**config.mk**
```make
export PLATFORM = sky130hd
export DESIGN_NAME = pc_gen
export DESIGN_NICKNAME = d
export VERILOG_FILES = /design/src/rtl/pc_gen.sv
export SDC_FILE = /design/constraint.sdc
export NUM_CORES = 1
export LEC_CHECK = 0
export CAP_MARGIN = 20
export CORE_AREA = 2 2 156 158
export DETAILED_ROUTE_END_ITERATION = 7
export DIE_AREA = 0 0 158 160
export GPL_ROUTABILITY_DRIVEN = 0
export PLACE_DENSITY = 0.77
export SLEW_MARGIN = 10
export SYNTH_ARGS = -nofsm -noshare
export SYNTH_HDL_FRONTEND = slang
export SYNTH_SLANG_ARGS = --single-unit
export TNS_END_PERCENT = 50
```
**constraint.sdc**
```tcl
create_clock -name clk -period 4.8 [get_ports clk]
set_input_delay 0.72 -clock clk [delete_from_list [all_inputs] [get_ports clk]]
set_output_delay 0.72 -clock clk [all_outputs]
set_load 0.01 [all_outputs]
```
**src/rtl/pc_gen.sv**
```systemverilog
// Fetch-stage program counter: registered PC, next-PC selection for
// sequential/branch/jump/return, and a circular return-address stack.
module pc_gen #(
    parameter int unsigned      WIDTH     = 32,
    parameter logic [WIDTH-1:0] RESET_PC  = WIDTH'(32'h0000_3000),
    parameter int unsigned      RAS_DEPTH = 4
) (
    input  logic                         clk,
    input  logic                         rst,
    input  logic                         stall,
    input  logic [2:0]                   npc_sel,
    input  logic                         zero,
    input  logic [WIDTH-1:0]             gpr_rs,
    input  logic [31:0]                  imm32,
    output logic [WIDTH-1:0]             pc,
    output logic [WIDTH-1:0]             pc4,
    output logic                         taken,
    output logic [WIDTH-1:0]             ras_top,
    output logic [$clog2(RAS_DEPTH):0]   ras_cnt,
    output logic                         ras_miss
);

    localparam int unsigned PW = $clog2(RAS_DEPTH);
    localparam int unsigned CW = PW + 1;

    localparam logic [2:0] SEL_SEQ  = 3'b000;
    localparam logic [2:0] SEL_BEQ  = 3'b001;
    localparam logic [2:0] SEL_BNE  = 3'b010;
    localparam logic [2:0] SEL_J    = 3'b011;
    localparam logic [2:0] SEL_JAL  = 3'b100;
    localparam logic [2:0] SEL_JR   = 3'b101;
    localparam logic [2:0] SEL_JRET = 3'b110;

    typedef logic [WIDTH-1:0] word_t;

    word_t          pc_q, pc_d;
    word_t          ras_q [RAS_DEPTH];
    word_t          ras_d [RAS_DEPTH];
    logic [PW-1:0]  ptr_q, ptr_d;
    logic [CW-1:0]  cnt_q, cnt_d;
    logic           miss_q, miss_d;

    word_t          btgt;
    word_t          jtgt;
    word_t          npc;
    word_t          top_entry;
    logic [PW-1:0]  top_idx;
    logic           ras_empty;
    logic           ras_full;
    logic           push;
    logic           pop;
    logic           unused_imm;

    assign unused_imm = ^imm32[31:26];

    assign pc4  = pc_q + WIDTH'(4);
    assign btgt = pc4 + {{(WIDTH-18){imm32[15]}}, imm32[15:0], 2'b00};

    generate
        if (WIDTH > 28) begin : g_jtgt_hi
            assign jtgt = {pc4[WIDTH-1:28], imm32[25:0], 2'b00};
        end else begin : g_jtgt_lo
            assign jtgt = {imm32[25:0], 2'b00};
        end
    endgenerate

    // ptr_q points at the next free slot; the top entry sits one below it.
    assign top_idx   = ptr_q - PW'(1);
    assign top_entry = ras_q[top_idx];
    assign ras_empty = (cnt_q == '0);
    assign ras_full  = (cnt_q == CW'(RAS_DEPTH));

    always_comb begin
        npc = pc4;
        case (npc_sel)
            SEL_SEQ:  npc = pc4;
            SEL_BEQ:  npc = zero ? btgt : pc4;
            SEL_BNE:  npc = zero ? pc4 : btgt;
            SEL_J:    npc = jtgt;
            SEL_JAL:  npc = jtgt;
            SEL_JR:   npc = gpr_rs;
            SEL_JRET: npc = gpr_rs;
            default:  npc = pc4;
        endcase
    end

    assign push = !stall && (npc_sel == SEL_JAL);
    assign pop  = !stall && (npc_sel == SEL_JRET);

    always_comb begin
        pc_d   = stall ? pc_q : npc;
        ras_d  = ras_q;
        ptr_d  = ptr_q;
        cnt_d  = cnt_q;
        miss_d = 1'b0;
        if (push) begin
            // When full, ptr_q already addresses the oldest entry, so it is overwritten.
            ras_d[ptr_q] = pc4;
            ptr_d        = ptr_q + PW'(1);
            if (!ras_full) begin
                cnt_d = cnt_q + CW'(1);
            end
        end else if (pop) begin
            if (ras_empty) begin
                miss_d = 1'b1;
            end else begin
                miss_d = (top_entry != gpr_rs);
                ptr_d  = top_idx;
                cnt_d  = cnt_q - CW'(1);
            end
        end
    end

    always_ff @(posedge clk) begin
        if (rst) begin
            pc_q   <= RESET_PC;
            ptr_q  <= '0;
            cnt_q  <= '0;
            miss_q <= 1'b0;
            for (int i = 0; i < int'(RAS_DEPTH); i++) begin
                ras_q[i] <= '0;
            end
        end else begin
            pc_q   <= pc_d;
            ptr_q  <= ptr_d;
            cnt_q  <= cnt_d;
            miss_q <= miss_d;
            ras_q  <= ras_d;
        end
    end

    assign pc       = pc_q;
    assign taken    = (npc != pc4);
    assign ras_top  = ras_empty ? '0 : top_entry;
    assign ras_cnt  = cnt_q;
    assign ras_miss = miss_q;

endmodule

```
==> results.json, run 1 <==
{
  "status": "complete, but fails checks",
  "violations": "DRC, setup timing",
  "ir_drop_mv": 0.213,
  "synthFlopType": "dfxtp_1",
  "min_period_ns": 5.51,
  "placed_area_mm2": 0.0164,
  "cts_buffers": 17,
  "worstMarginPinSlew_ns": 0.994,
  "slew_headroom": 0.337,
  "grt_usage": 0.377,
  "mostFrequentLayoutCells": "361 x buf_4, 206 x nor2_1, 162 x clkdlybuf4s50_1",
  "dpl_worst_slack_ns": -0.761,
  "worstSetupEndpoint": "taken",
  "diodes": 0,
  "setup_violations": 1,
  "vias_per_cell": 6.23,
  "yosys_register_bits": 166,
  "p_int_mw": 2.85,
  "dp_hpwl_mm": 36.1,
  "leakage_nw": 6.86,
  "power.switching_mw": 1.45,
  "post-route-util": 0.724,
  "cts.path.max_buffers": 2,
  "drive_above_1_share": 0.290,
  "p_clk_frac": 0.328,
  "grt_pass1_wl_mm": 74.0,
  "crit_path_max_fanout": 8,
  "path_cells": "nand3_4 > nor3_4 > buf_4 > xnor2_1 > inv_1 > ha_1 > nand4_2 > o22ai_1 > nor2b_1 > buf_4 > a211oi_1 > buf_4 > nor2_1 > a211o_1 > and3_1 > a211oi_1 > nand4_1 > or4_4 > buf_6",
  "num_rows": 57,
  "synthArstFlopShare": 0,
  "total_power_mw": 4.30,
  "cap_violations": 0,
  "portBuffers": 165,
  "max_freq_ghz": 0.182,
  "r2r-start": "pc[8]$_SDFFE_PP0N_",
  "seq_area_frac_synth": 0.282,
  "vias": 13900,
  "core_mm2": 0.0238,
  "ys_types": 88,
  "io_pins": 172,
  "clockRootBuffer": "clkbuf_16",
  "hold_viol_final": 0,
  "num-nets-final": 2003,
  "dr.pass1.iters": 8,
  "rsz0062_at_grt": "yes",
  "crit_top_cell": "buf_4",
  "avgSynthCellArea_um2": 8.14,
  "worstHoldPathCells": 2,
  "slowest_delay_ns": 0.58,
  "dieArea_mm2": 0.0253,
  "r2r_slack_ns": 0.80,
  "fin_crit_sh": 1.15,
  "crit_type": "reg -> out",
  "arrival_ns": 4.79,
  "final_common_cell": "buf_4",
  "setup.worst_path.end_class": "primary output",
  "netSwitchingFraction": 0.338,
  "h-tree-depth": 4,
  "ant_nets": 0,
  "drt_iter0_markers": 1612,
  "wl_per_cell_um": 21.7,
  "r2r.worst_path.cells": 21,
  "design_area_mm2": 0.0173,
  "route.detailed.drc": 1,
  "synth_edf_count": 0,
  "synthCells": 1449,
  "start_kind": "flip-flop",
  "die-width_um": 158,
  "startpoint": "pc[4]$_SDFFE_PP0N_",
  "syn-num-nets": 1562,
  "power_density_mw_per_mm2": 249,
  "yosys_warnings": 0,
  "slew_violations": 0,
  "finClkSkew_ns": 0.0110,
  "reg2reg_to": "pc[31]$_SDFFE_PP0N_",
  "crit_slowest_cell": "or4_4",
  "setup_slack_ns": -0.706,
  "synth.cell_area_mm2": 0.0118,
  "wirelength_mm": 48.3,
  "clk_latency_ns": 0.43,
  "grt.overflow.total": 0,
  "grt_antenna_before_repair": 0,
  "seqPwrFrac": 0.335,
  "die_y_um": 160,
  "path_clk_slew_ns": 0.08,
  "cts.sinks": 166,
  "grt_max_degree": 94,
  "cp.required_ns": 4.08,
  "area_delta_synth_final_pct": 46.2,
  "start_util": 0.495,
  "fill_cells": 1719,
  "hold_path.class": "reg -> reg",
  "first_global_vias": 13600,
  "cts_tree": "done",
  "power_frac_comb": 0.337
}
## power by group through the flow
stage	Sequential (mW)	Clock [mW]	Combinational (mW)
2_1_floorplan	1.49	0	0.638
3_3_place_gp	1.47	0	1.33
3_5_place_dp	1.47	0	1.36
4_1_cts	1.44	1.41	1.39
5_1_grt	1.44	1.48	1.52
6_report	1.44	1.41	1.45
## flip-flops by register name, indices dropped and copies added, names as in the netlist
| register | count |
|---|---|
| ras_q | 128 |
| ptr_q | 2 |
| pc | 32 |
| ras_miss | 1 |
| ras_cnt | 3 |
## synthesized netlist by cell type, drive strengths merged (14+ instances only)
cell type | n | area [um^2]
mux4 | 32 | 721
o21ai | 60 | 308
nand4 | 25 | 169
dfxtp | 166 | 3320
mux2i | 25 | 250
nor2b | 35 | 226
nand3 | 27 | 158
inv | 58 | 218
a21oi | 85 | 429
nor3 | 26 | 151
a221oi | 19 | 179
a211oi | 125 | 948
a22oi | 21 | 158
buf | 37 | 205
nand2 | 94 | 353
xnor2 | 42 | 390
o21a | 17 | 128
a31oi | 14 | 87.6
nor2 | 208 | 783
xor2 | 34 | 298
nor4 | 15 | 115
clkbuf | 72 | 270
ha | 40 | 500
## through the flow
stage | hold slack [ns] | std cells | setup TNS (ns)
after floorplan | 0.433 | 1449 | 0
after global placement | 0.440 | 2186 | -0.698
after detailed placement | 0.448 | 2186 | -0.761
after CTS | 0.457 | 2224 | -0.556
after global routing | 0.478 | 2227 | -0.808
final | 0.458 | 2227 | -0.706
## metal layers
metal	track usage	routed length [um]	up-vias
met5	0	0	-
met4	0.234	3600	0
met3	0.0868	5150	228
met2	0.583	21200	922
met1	0.473	18300	6520
li1	-	-	6215
## worst max-delay path: cells and delay by family (launching register included)
| family | cells | cell delay [ns] |
|---|---|---|
| adder cells (fa/ha/maj) | 1 | 0.37 |
| AO/OA/AOI/OAI | 4 | 0.97 |
| flip-flops | 1 | 0.36 |
| buffers and inverters | 5 | 0.76 |
| XOR/XNOR | 1 | 0.15 |
| AND/OR/NAND/NOR | 8 | 1.72 |
## cell families (layout without fill, tap and decap cells)
logic type | after synthesis | in the layout | share of synthesized area
simple gates | 487 | 487 | 0.199
xor+xnor | 76 | 76 | 0.0583
compound gates | 434 | 434 | 0.257
flops | 166 | 166 | 0.282
fa+ha+maj | 52 | 52 | 0.0543
buf+inv | 169 | 623 | 0.0594
mux | 65 | 65 | 0.0899
## layout make-up
class,instances,area [um^2],area share
Clock inverter,15,184,0.0107
Inverter,60,230,0.0133
Clock buffer,17,425,0.0247
Multi-Input combinational cell,1114,8200,0.475
Timing Repair Buffer,531,4460,0.258
Tap cell,324,405,0.0235
Sequential cell,166,3350,0.194
## worst min-delay path by stage
stage / startpoint / to / slack (ns)
after global routing: ras_q[96]$_SDFFE_PP0P_ / ras_q[96]$_SDFFE_PP0P_ / 0.48
after global placement: ras_q[32]$_SDFFE_PP0P_ / ras_q[32]$_SDFFE_PP0P_ / 0.44
after floorplan: ras_q[64]$_SDFFE_PP0P_ / ras_q[64]$_SDFFE_PP0P_ / 0.43
after detailed placement: ras_q[97]$_SDFFE_PP0P_ / ras_q[97]$_SDFFE_PP0P_ / 0.45
final: ras_q[35]$_SDFFE_PP0P_ / ras_q[35]$_SDFFE_PP0P_ / 0.46
after CTS: ras_q[97]$_SDFFE_PP0P_ / ras_q[97]$_SDFFE_PP0P_ / 0.46
## repair_timing
item	CTS	global route
hold buffers	0	0
cloned	0	0
setup buffers	6	3
endpoints found under the hold margin	0	0
endpoints found under the setup margin	1	1
resized for setup	34	11
pin swaps	18	9
Power figures use the tool's default switching activity.
==> run 2: changes to the inputs <==
--- a/config.mk
+++ b/config.mk
@@ -6,11 +6,11 @@
 export NUM_CORES = 1
 export LEC_CHECK = 0
 export CAP_MARGIN = 20
-export CORE_AREA = 2 2 156 158
+export CORE_AREA = 2 2 165 167
 export DETAILED_ROUTE_END_ITERATION = 7
-export DIE_AREA = 0 0 158 160
+export DIE_AREA = 0 0 167 169
 export GPL_ROUTABILITY_DRIVEN = 0
-export PLACE_DENSITY = 0.77
+export PLACE_DENSITY = 0.7
 export SLEW_MARGIN = 10
 export SYNTH_ARGS = -nofsm -noshare
 export SYNTH_HDL_FRONTEND = slang
==> run 2 against run 1 <==
The run ends with setup timing left. Clock power is essentially flat. Sequential power hardly changed. Power is 1.1% higher. Hold slack barely moved. Register-to-register slack better by 0.05 ns. Global-route usage down 4.6 points. Non-clock buffer count is 8 higher. Fmax grew 0.81%. Setup slack better by 0.044 ns.
==> results.json, run 2 (same netlist as run 1, synthesis figures left out) <==
{
  "slew_headroom": 0.355,
  "r2r-start": "pc[4]$_SDFFE_PP0N_",
  "multi_input_area_mm2": 0.00856,
  "fin_crit_sh": 1.14,
  "grt_usage": 0.331,
  "cts_buffers": 17,
  "num-nets-final": 2011,
  "slew_violations": 0,
  "start_kind": "flip-flop",
  "path_cells": "nand3_4 > buf_6 > nor2_2 > nand2_1 > xor2_1 > inv_1 > ha_4 > nand4_4 > o22ai_4 > nor2b_4 > a2111oi_4 > o21a_1 > buf_4 > nor2_2 > xnor2_2 > a31oi_1 > a21bo_2 > or4_4 > buf_6",
  "grt_pass1_wl_mm": 72.9,
  "largest_register_ffs": 128,
  "ir_drop_mv": 0.227,
  "clk_latency_ns": 0.43,
  "wl_per_cell_um": 21.5,
  "diodes": 0,
  "cts.path.max_buffers": 2,
  "placed_area_mm2": 0.0164,
  "rsz0062_at_grt": "yes",
  "power_density_mw_per_mm2": 245,
  "portBuffers": 165,
  "fill_cells": 2148,
  "ctsHoldBuffers": 0,
  "arrival_ns": 4.74,
  "grt.overflow.total": 0,
  "post-route-util": 0.668,
  "wirelength_mm": 48.5,
  "setup_violations": 1,
  "drive_above_1_share": 0.317,
  "violations": "setup timing",
  "drt_iter0_markers": 1735,
  "dp_hpwl_mm": 37.0,
  "crit_path_max_fanout": 7,
  "worstMarginPinSlew_ns": 0.968,
  "hold_path.class": "reg -> reg",
  "min_period_ns": 5.46,
  "cts.sinks": 166,
  "ant_nets": 0,
  "dieArea_mm2": 0.0282,
  "cp.required_ns": 4.08,
  "hold_viol_final": 0,
  "io_pins": 172,
  "final_common_cell": "buf_4",
  "core_mm2": 0.0265,
  "design_area_mm2": 0.0177,
  "area_delta_synth_final_pct": 50.1,
  "path_clk_slew_ns": 0.07,
  "mostFrequentLayoutCells": "363 x buf_4, 202 x nor2_1, 162 x clkdlybuf4s50_1",
  "cap_violations": 0,
  "ff_latch_area_mm2": 0.00335,
  "total_power_mw": 4.34,
  "setup.worst_path.end_class": "primary output",
  "leakage_nw": 6.93,
  "first_global_vias": 13200,
  "hp-start": "ras_q[33]$_SDFFE_PP0P_",
  "grt_max_degree": 91,
  "vias_per_cell": 6.03,
  "crit_type": "reg -> out",
  "cts_tree": "done",
  "die_y_um": 169,
  "crit_slowest_cell": "or4_4",
  "h-tree-depth": 4,
  "clockRootBuffer": "clkbuf_16",
  "setup_slack_ns": -0.662,
  "grt_antenna_before_repair": 0,
  "start_util": 0.445,
  "die-width_um": 167,
  "finClkSkew_ns": 0.0112,
  "num_rows": 60,
  "slowest_delay_ns": 0.56,
  "route.detailed.drc": 0,
  "max_freq_ghz": 0.183,
  "dr.pass1.iters": 7,
  "crit_family": "compound AO/OA/AOI/OAI gates",
  "vias": 13600,
  "startpoint": "pc[4]$_SDFFE_PP0N_",
  "largest-register": "ras_q",
  "cp_num_buf_inv": 4,
  "status": "complete, but fails checks"
}
-- run 2: final timing paths --
path	end	slack [ns]	depth (start not counted)
max	taken	-0.66	19
min	ras_q[33]$_SDFFE_PP0P_	0.46	2
max reg2reg	pc[29]$_SDFFE_PP0N_	0.85	20
min reg2reg	ras_q[33]$_SDFFE_PP0P_	0.46	2
-- run 2: cell type report --
type,instances,area share
multi-input cells,1114,0.483
repair buffers,539,0.257
flip-flops and latches,166,0.189
well taps,341,0.0241
clock buffers,17,0.0240
inverters,60,0.0131
clock inverters,15,0.00968
-- run 2: per-stage QoR --
stage | setup WS [ns] | TNS [ns] | instances | hold WS, ns
finish | -0.662 | -0.662 | 2252 | 0.458
global route | -0.755 | -0.755 | 2252 | 0.486
CTS | -0.510 | -0.510 | 2244 | 0.458
detailed placement | -0.833 | -0.833 | 2202 | 0.448
global placement | -0.769 | -0.769 | 2202 | 0.438
floorplan | 0.000249 | 0 | 1449 | 0.433
-- run 2: power by group --
| part | leakage [nW] | total, mW | switching (mW) | internal (mW) |
|---|---|---|---|---|
| sequential | 1.35 | 1.44 | 0.0300 | 1.41 |
| combinational | 5.29 | 1.51 | 0.788 | 0.724 |
| clock | 0.285 | 1.39 | 0.609 | 0.782 |
-- run 2: worst reg2reg max path: cells and delay by family, from the launching register on --
kind | cells | cell delay (ns)
AOI/OAI and AO/OA | 5 | 1.30
xor gates and xnor gates | 2 | 0.34
adders and majority gates | 1 | 0.32
buffers and inverters | 5 | 0.72
DFF | 1 | 0.36
and+or+nand+nor | 7 | 0.77
-- run 2: layer usage --
metal	global-route usage	share of wire	routed length (um)
met1	0.422	0.39	19000
met3	0.0790	0.10	4970
met4	0.186	0.069	3350
met2	0.515	0.44	21200
met5	0	0	0
-- run 2: what timing repair did --
item | 4_1_cts | 5_1_grt
cloned | 0 | 0
resized for setup | 52 | 66
setup buffers | 10 | 9
endpoints found under the setup margin | 1 | 1
pin swaps | 27 | 35
